===== src/rtl/rr_arb4_2x.sv =====
// rr_arb4_2x: four-requester round-robin arbiter with bounded hold time.
// Grants one client at a time and holds until DONE, a request drop, or
// MAX_HOLD cycles, then inserts one all-zero guard cycle before the next grant.
// Optional feature macro: RR_ARB_LOCK_EN (adds LOCK input that freezes the
// hold counter while asserted in GRANT).
module rr_arb4_2x #(
    parameter int unsigned HOLD_W   = 4,
    parameter int unsigned MAX_HOLD = 15
) (
    input  logic       CLK,
    input  logic       RSTN,
    input  logic [3:0] REQ,
    input  logic       DONE,
`ifdef RR_ARB_LOCK_EN
    input  logic       LOCK,
`endif
    output logic [3:0] GNT,
    output logic [1:0] GNT_ID,
    output logic       BUSY,
    output logic       TMO
);

    localparam logic [HOLD_W-1:0] MAX_CNT = HOLD_W'(MAX_HOLD);

    typedef enum logic [1:0] {
        ST_IDLE  = 2'd0,
        ST_GRANT = 2'd1,
        ST_GAP   = 2'd2
    } state_t;

    state_t            state, state_nxt;
    logic [1:0]        ptr, ptr_nxt;
    logic [HOLD_W-1:0] cnt, cnt_nxt;
    logic [3:0]        gnt_nxt;
    logic [1:0]        id_nxt;
    logic              busy_nxt;
    logic              tmo_nxt;

    logic              pick_vld;
    logic [1:0]        pick_idx;
    logic              lock_act;
    logic              owner_req;

`ifdef RR_ARB_LOCK_EN
    assign lock_act = LOCK;
`else
    assign lock_act = 1'b0;
`endif

    // Requester currently holding the grant still asserting its request line
    assign owner_req = REQ[GNT_ID];

    // Rotating priority pick: first requester at or after ptr, modulo 4
    always_comb begin
        pick_vld = 1'b0;
        pick_idx = '0;
        for (int unsigned i = 0; i < 4; i++) begin
            if (!pick_vld && REQ[ptr + 2'(i)]) begin
                pick_vld = 1'b1;
                pick_idx = ptr + 2'(i);
            end
        end
    end

    // Next-state and next-output logic; outputs are registered below
    always_comb begin
        state_nxt = state;
        ptr_nxt   = ptr;
        cnt_nxt   = cnt;
        gnt_nxt   = GNT;
        id_nxt    = GNT_ID;
        busy_nxt  = BUSY;
        tmo_nxt   = 1'b0;

        unique case (state)
            ST_IDLE, ST_GAP: begin
                gnt_nxt  = '0;
                busy_nxt = 1'b0;
                if (pick_vld) begin
                    state_nxt = ST_GRANT;
                    gnt_nxt   = 4'b0001 << pick_idx;
                    id_nxt    = pick_idx;
                    busy_nxt  = 1'b1;
                    cnt_nxt   = HOLD_W'(1);
                end else begin
                    state_nxt = ST_IDLE;
                end
            end

            ST_GRANT: begin
                if (DONE || !owner_req) begin
                    // Normal release has priority over a coincident timeout
                    state_nxt = ST_GAP;
                    gnt_nxt   = '0;
                    busy_nxt  = 1'b0;
                    ptr_nxt   = GNT_ID + 2'd1;
                end else if (!lock_act && (cnt >= MAX_CNT)) begin
                    state_nxt = ST_GAP;
                    gnt_nxt   = '0;
                    busy_nxt  = 1'b0;
                    tmo_nxt   = 1'b1;
                    ptr_nxt   = GNT_ID + 2'd1;
                end else if (!lock_act) begin
                    cnt_nxt = cnt + HOLD_W'(1);
                end
            end

            default: begin
                state_nxt = ST_IDLE;
                gnt_nxt   = '0;
                busy_nxt  = 1'b0;
            end
        endcase
    end

    // State, pointer, counter and registered outputs with synchronous reset
    always_ff @(posedge CLK) begin
        if (!RSTN) begin
            state  <= ST_IDLE;
            ptr    <= '0;
            cnt    <= '0;
            GNT    <= '0;
            GNT_ID <= '0;
            BUSY   <= 1'b0;
            TMO    <= 1'b0;
        end else begin
            state  <= state_nxt;
            ptr    <= ptr_nxt;
            cnt    <= cnt_nxt;
            GNT    <= gnt_nxt;
            GNT_ID <= id_nxt;
            BUSY   <= busy_nxt;
            TMO    <= tmo_nxt;
        end
    end

    // Structural invariants of the grant outputs
    a_gnt_onehot: assert property (@(posedge CLK) disable iff (!RSTN) $onehot0(GNT));
    a_gnt_busy:   assert property (@(posedge CLK) disable iff (!RSTN) ((GNT != 4'b0000) == BUSY));
    a_tmo_idle:   assert property (@(posedge CLK) disable iff (!RSTN) (TMO |-> !BUSY));

endmodule


===== config.mk =====
export PLATFORM = sky130hd
export DESIGN_NAME = rr_arb4_2x
export DESIGN_NICKNAME = d
export VERILOG_FILES = /design/src/rtl/rr_arb4_2x.sv
export SDC_FILE = /design/constraint.sdc
export NUM_CORES = 1
export LEC_CHECK = 0
export BUFFER_PORTS_ARGS = -buffer_cell sky130_fd_sc_hd__buf_4
export CAP_MARGIN = 20
export CORE_UTILIZATION = 41
export CTS_BUF_LIST = sky130_fd_sc_hd__clkbuf_8 sky130_fd_sc_hd__clkbuf_16
export DETAILED_ROUTE_END_ITERATION = 8
export PLACE_DENSITY = 0.69
export SETUP_SLACK_MARGIN = 0.02
export SLEW_MARGIN = 20
export SYNTH_ARGS = -nofsm -noshare
export SYNTH_HDL_FRONTEND = slang
export SYNTH_SLANG_ARGS = --single-unit

===== constraint.sdc =====
create_clock -name CLK -period 2.1 [get_ports CLK]
set_input_delay 0.105 -clock CLK [delete_from_list [all_inputs] [get_ports CLK]]
set_output_delay 0.105 -clock CLK [all_outputs]
set_load 0.03 [all_outputs]

==> Yosys cells after proc, flatten, opt, wreduce, memory -nomap -nowiden <==
Cells that the tools add are included.
W data, S select, Z words.
{ "totals": {"elab_cells": 80, "out_inout_bits": 8, "ff_bits": 16, "in_bits": 7} }
{ "classes": {"n_eq_ne": 6, "n_bitwise": 2, "add_sub_neg": 5, "magnitude_cmp": 6, "n_shift": 1, "reduce_logical": 16, "n_mux": 37} }
{ "op_table": {"columns": ["op", "n"], "rows": [
  ["$mux W4", 6],
  ["$mux W2", 8],
  ["$pmux W4 S2", 2],
  ["$lt A2 B3 Y1 const B", 5],
  ["$mux W1", 14],
  ["$bmux W1 S2", 5],
  ["$ne A2 B2 Y1 const B", 3],
  ["$add A2 B1 Y2 const B", 2],
  ["$add A2 B2 Y2 const B", 2],
  ["$add A4 B1 Y4 const B", 1],
  ["$ge A4 B4 Y1 const B", 1],
  ["$logic_not A1 Y1", 4],
  ["$pmux W2 S2", 1],
  ["$reduce_and A2 Y1", 2],
  ["$reduce_and A4 Y1", 1],
  ["$reduce_bool A2 Y1", 2],
  ["$shl A1 B2 Y4 const A", 1],
  ["$logic_and A1 B1 Y1", 3],
  ["$ne A3 B3 Y1 const B", 1],
  ["$reduce_or A3 Y1", 1],
  ["$eq A2 B1 Y1 const B", 1],
  ["$eq A2 B2 Y1 const B", 1],
  ["$logic_not A2 Y1", 1],
  ["$not A1 Y1", 2],
  ["other kinds (3)", 3]
]} }

==> Longest topological paths before layout <==
{ "depth": {"depth_word": 15, "depth_mapped": 7, "depth_no_buf": 6} }

==> Worst setup path after synthesis <==
Ideal clock, no wire load.
{ "synth_timing": {"path_type": "flip-flop to flip-flop", "start": "reg GNT_ID[1]", "end": "reg cnt[1]", "path_stages_with_launch": 7, "t_required_ns": 2.013, "setup_slack_ns": 0.404, "arrival_time_ns": 1.609, "period_less_slack_ns": 1.696, "setup_time_ns": 0.087, "path_buffers": 1, "cell_sequence": "dfxtp_1 -> mux2i_1 -> o22ai_1 -> and2_1 -> buf_4 -> or3_1 -> o31ai_1"} }
{ "synth_between": {"elab_chain_len": 6} }
{ "synth_rtl": {"columns": ["element", "line", "text"], "rows": [
  ["start: declaration", "18", "output logic [1:0] GNT_ID,"],
  ["start signal: assignment", "131", "GNT_ID <= id_nxt;"],
  ["$bmux W1 S2", "51", "assign owner_req = REQ[GNT_ID];"],
  ["$mux W1 (implied by the code)", "51", null],
  ["$logic_not A1 Y1", "91", "if (DONE || !owner_req) begin"],
  ["$logic_or A1 B1 Y1", "91", null],
  ["$ne A2 B2 Y1 (no source line)", null, null],
  ["$reduce_and A4 Y1 (no source line)", null, null],
  ["end signal: assignment", "129", "cnt <= cnt_nxt;"],
  ["end: declaration", "33", "logic [HOLD_W-1:0] cnt, cnt_nxt;"]
]} }
No other way between the ends. The select of a mux whose other input is x is not followed.
A chain may end at the register's enable or synchronous reset.

==> Final worst setup path <==
{ "layout_timing": {"start": "reg GNT_ID[0]", "end": "reg cnt[1]"} }
Same word-level chain as after synthesis.

==> flow_metrics.env <==
export IMPL_status="finished clean"
export IMPL_crit_slowest_cell="and2_1"
export IMPL_fin_nets=113
export IMPL_slowest_delay_ns=0.38
export IMPL_synth_cell_types=32
export IMPL_r2r_start="GNT_ID[0]"
export IMPL_die_h_um=44.6
export IMPL_start_kind="register"
export IMPL_synth_top_cell_by_area="dfxtp_1"
export IMPL_syn2layout_area_growth_pct=24.4
export IMPL_synth_top_area_share_pct=43.1
export IMPL_synthCells=86
export IMPL_antenna_left=0
export IMPL_die_w_um=44.6
export IMPL_async_flop_share_pct=0
export IMPL_crit_buf_inv=0
export IMPL_place_congestion=0.729
export IMPL_cts_tree="yes"
export IMPL_dr_first_iter_drc_count=13
export IMPL_critPathTopFamily="simple AND/OR/NAND/NOR gates"
export IMPL_rsz0062_at_grt="no"
export IMPL_yosysSeqAreaShare_pct=43.1
export IMPL_synth_net_count=94
export IMPL_rows=15
export IMPL_clock_sinks=16
export IMPL_start_util_pct=43.5
export IMPL_cts_resized=0
export IMPL_synth_ff_latch_count=16
export IMPL_io_pins=15
export IMPL_pwr_density_cell_nw_per_um2=798
export IMPL_cts_setup_buffers=0
export IMPL_htree_levels=1
export IMPL_gr_total_overflow=0
export IMPL_fin_crit_ns=1.69
export IMPL_clockRootBuffer="clkbuf_8"
export IMPL_num_vias=677
export IMPL_drive_gt1_share_pct=20.4
export IMPL_fillers=166
export IMPL_arrival_ns=1.86
export IMPL_hold_viol_final=0
export IMPL_startpoint="GNT_ID[0]"
export IMPL_cp_required_ns=2.27
export IMPL_drcViolationCount=0
export IMPL_crit_fanout=10
export IMPL_portBuffers=14
export IMPL_dr_pass1_iters=4
export IMPL_viasPerCell=5.29
export IMPL_synth_area_um2=743
export IMPL_die_area_um2=1990
export IMPL_vdd_drop_max_mv=0.635
export IMPL_relSlewSlack_pct=61.2
export IMPL_max_freq_mhz=591
export IMPL_tns_ns=0
export IMPL_slew_violations=0
export IMPL_syn_area_per_cell_um2=8.64
export IMPL_n_antenna_cell=0
export IMPL_post_dp_cell_area_um2=883
export IMPL_grt_pass1_vias=616
export IMPL_synth_commonest_cells="16 x dfxtp_1, 10 x nor2_1, 7 x a21oi_1"
export IMPL_worst_slew_pin_slew_ns=0.581
export IMPL_yosys_top_cells_area="dfxtp_1 43%, mux2i_1 5.4%, nor2_1 5.1%, a21oi_1 4.7%, nand2b_1 3.4%"
export IMPL_wl_per_cell_um=12.6
export IMPL_grt_antenna_before_repair=0
export IMPL_core_area_um2=1710
export IMPL_max_cap_violations=0
export IMPL_ys_flop_type="dfxtp_1"
export IMPL_critical_path_class="register to register"
export IMPL_cts_buffers=3
export IMPL_holdBufCountCts=0
export IMPL_grt_max_degree=12
export IMPL_clk_pin_slew_ns=0.06
export IMPL_grt_pass1_wl_mm=2.68
export IMPL_setup_violations=0
export IMPL_finalCritPeriodShare_pct=80.6
export IMPL_worstHoldPathType="input pin to register"
export IMPL_clock_skew_ns=0.00409
export IMPL_hold_start="RSTN"
export IMPL_hpwl_mm=1.21
export IMPL_clock_latency_ns=0.25
export IMPL_yosysMostFrequentCell="dfxtp_1"
export IMPL_synth_edf_count=0
export IMPL_routed_wl_mm=1.61
export IMPL_leakage_uw=0.000367
export IMPL_ys_warn_count=0
export IMPL_clockBufferDepth=2
export IMPL_stdcell_area_um2=925
export IMPL_groute_usage_overall_pct=18.9
export IMPL_path_cells="or2_1, o22ai_1, and2_1, nor2_1, o31ai_1"
export IMPL_crit_path_end_kind="register"
## layout make-up
type                            count  area [µm²]  area share (%)
Inverter                            3        11.3            1.22
Tap cell                           25        31.3            3.38
Multi-Input combinational cell     65         400            43.3
Timing Repair Buffer               16         120            13.0
Clock buffer                        3        41.3            4.47
Sequential cell                    16         320            34.6
## sequential cells by signal (all words and copies together), names as in the netlist
register  cells
BUSY          1
GNT           4
GNT_ID        2
TMO           1
cnt           4
ptr           2
state         2
## final timing paths
| path | end | slack, ns | depth (start not counted) |
|---|---|---|---|
| setup / recovery | cnt[1] | 0.41 | 5 |
| hold / removal | state[1] | 0.13 | 2 |
| setup reg to reg | cnt[1] | 0.41 | 5 |
| hold reg to reg | GNT[2] | 0.46 | 2 |
## through the flow
step	util [%]	total power [µW]	std cells	setup WS (ns)	hold WS, ns
finish	54.1	738	128	0.408	0.134
global route	54.1	775	128	0.283	0.144
CTS	54.1	740	128	0.411	0.130
detailed placement	51.7	510	125	0.443	0.390
global placement	51.7	507	125	0.507	0.383
floorplan	-	453	86	0.404	0.227
## cell families (layout without fill, tap and decap cells)
group | Yosys count | after routing | synth area share (%)
flip-flops | 16 | 16 | 43.1
multiplexers | 4 | 4 | 5.39
XOR/XNOR | 3 | 3 | 3.54
AO/OA/AOI/OAI | 20 | 20 | 17.3
AND/OR/NAND/NOR | 37 | 37 | 25.9
adder cells (fa/ha/maj) | 1 | 1 | 1.68
buffers and inverters | 5 | 22 | 3.03
## routing by layer
metal | up-vias | wire length [µm] | track usage (%)
met2 | 22 | 742 | 28.8
li1 | 344 | - | -
met5 | - | 0 | 0
met1 | 309 | 743 | 24.2
met4 | 0 | 24 | 9.09
met3 | 2 | 103 | 5.71
## power by group
group          leakage [µW]  internal, µW  switching (µW)  total, µW
combinational      0.000215          67.5            88.8        156
sequential         0.000131           326            21.8        348
clock             0.0000216           127             106        233
## cell usage in the layout (no fill, tap or decap)
master / count
o22ai_1: 1
nor4b_1: 1
clkbuf_8: 3
xnor2_1: 1
a211oi_1: 2
a32oi_1: 1
or2_1: 1
a21oi_2: 1
o21ai_1: 1
o2bb2a_2: 1
o21ai_0: 3
nand3b_1: 2
and2_1: 2
nor2b_1: 2
nor2_1: 10
xor2_1: 2
and3_1: 1
buf_4: 16
or3_1: 1
inv_1: 3
nand3_1: 5
a311oi_1: 1
or4_1: 1
o31ai_1: 2
nor4_1: 1
nor3_1: 1
ha_1: 1
nand2_1: 5
mux2i_1: 4
a21oi_1: 7
dfxtp_1: 16
nand2b_1: 4
No activity file was read; power rests on OpenSTA's default activity.
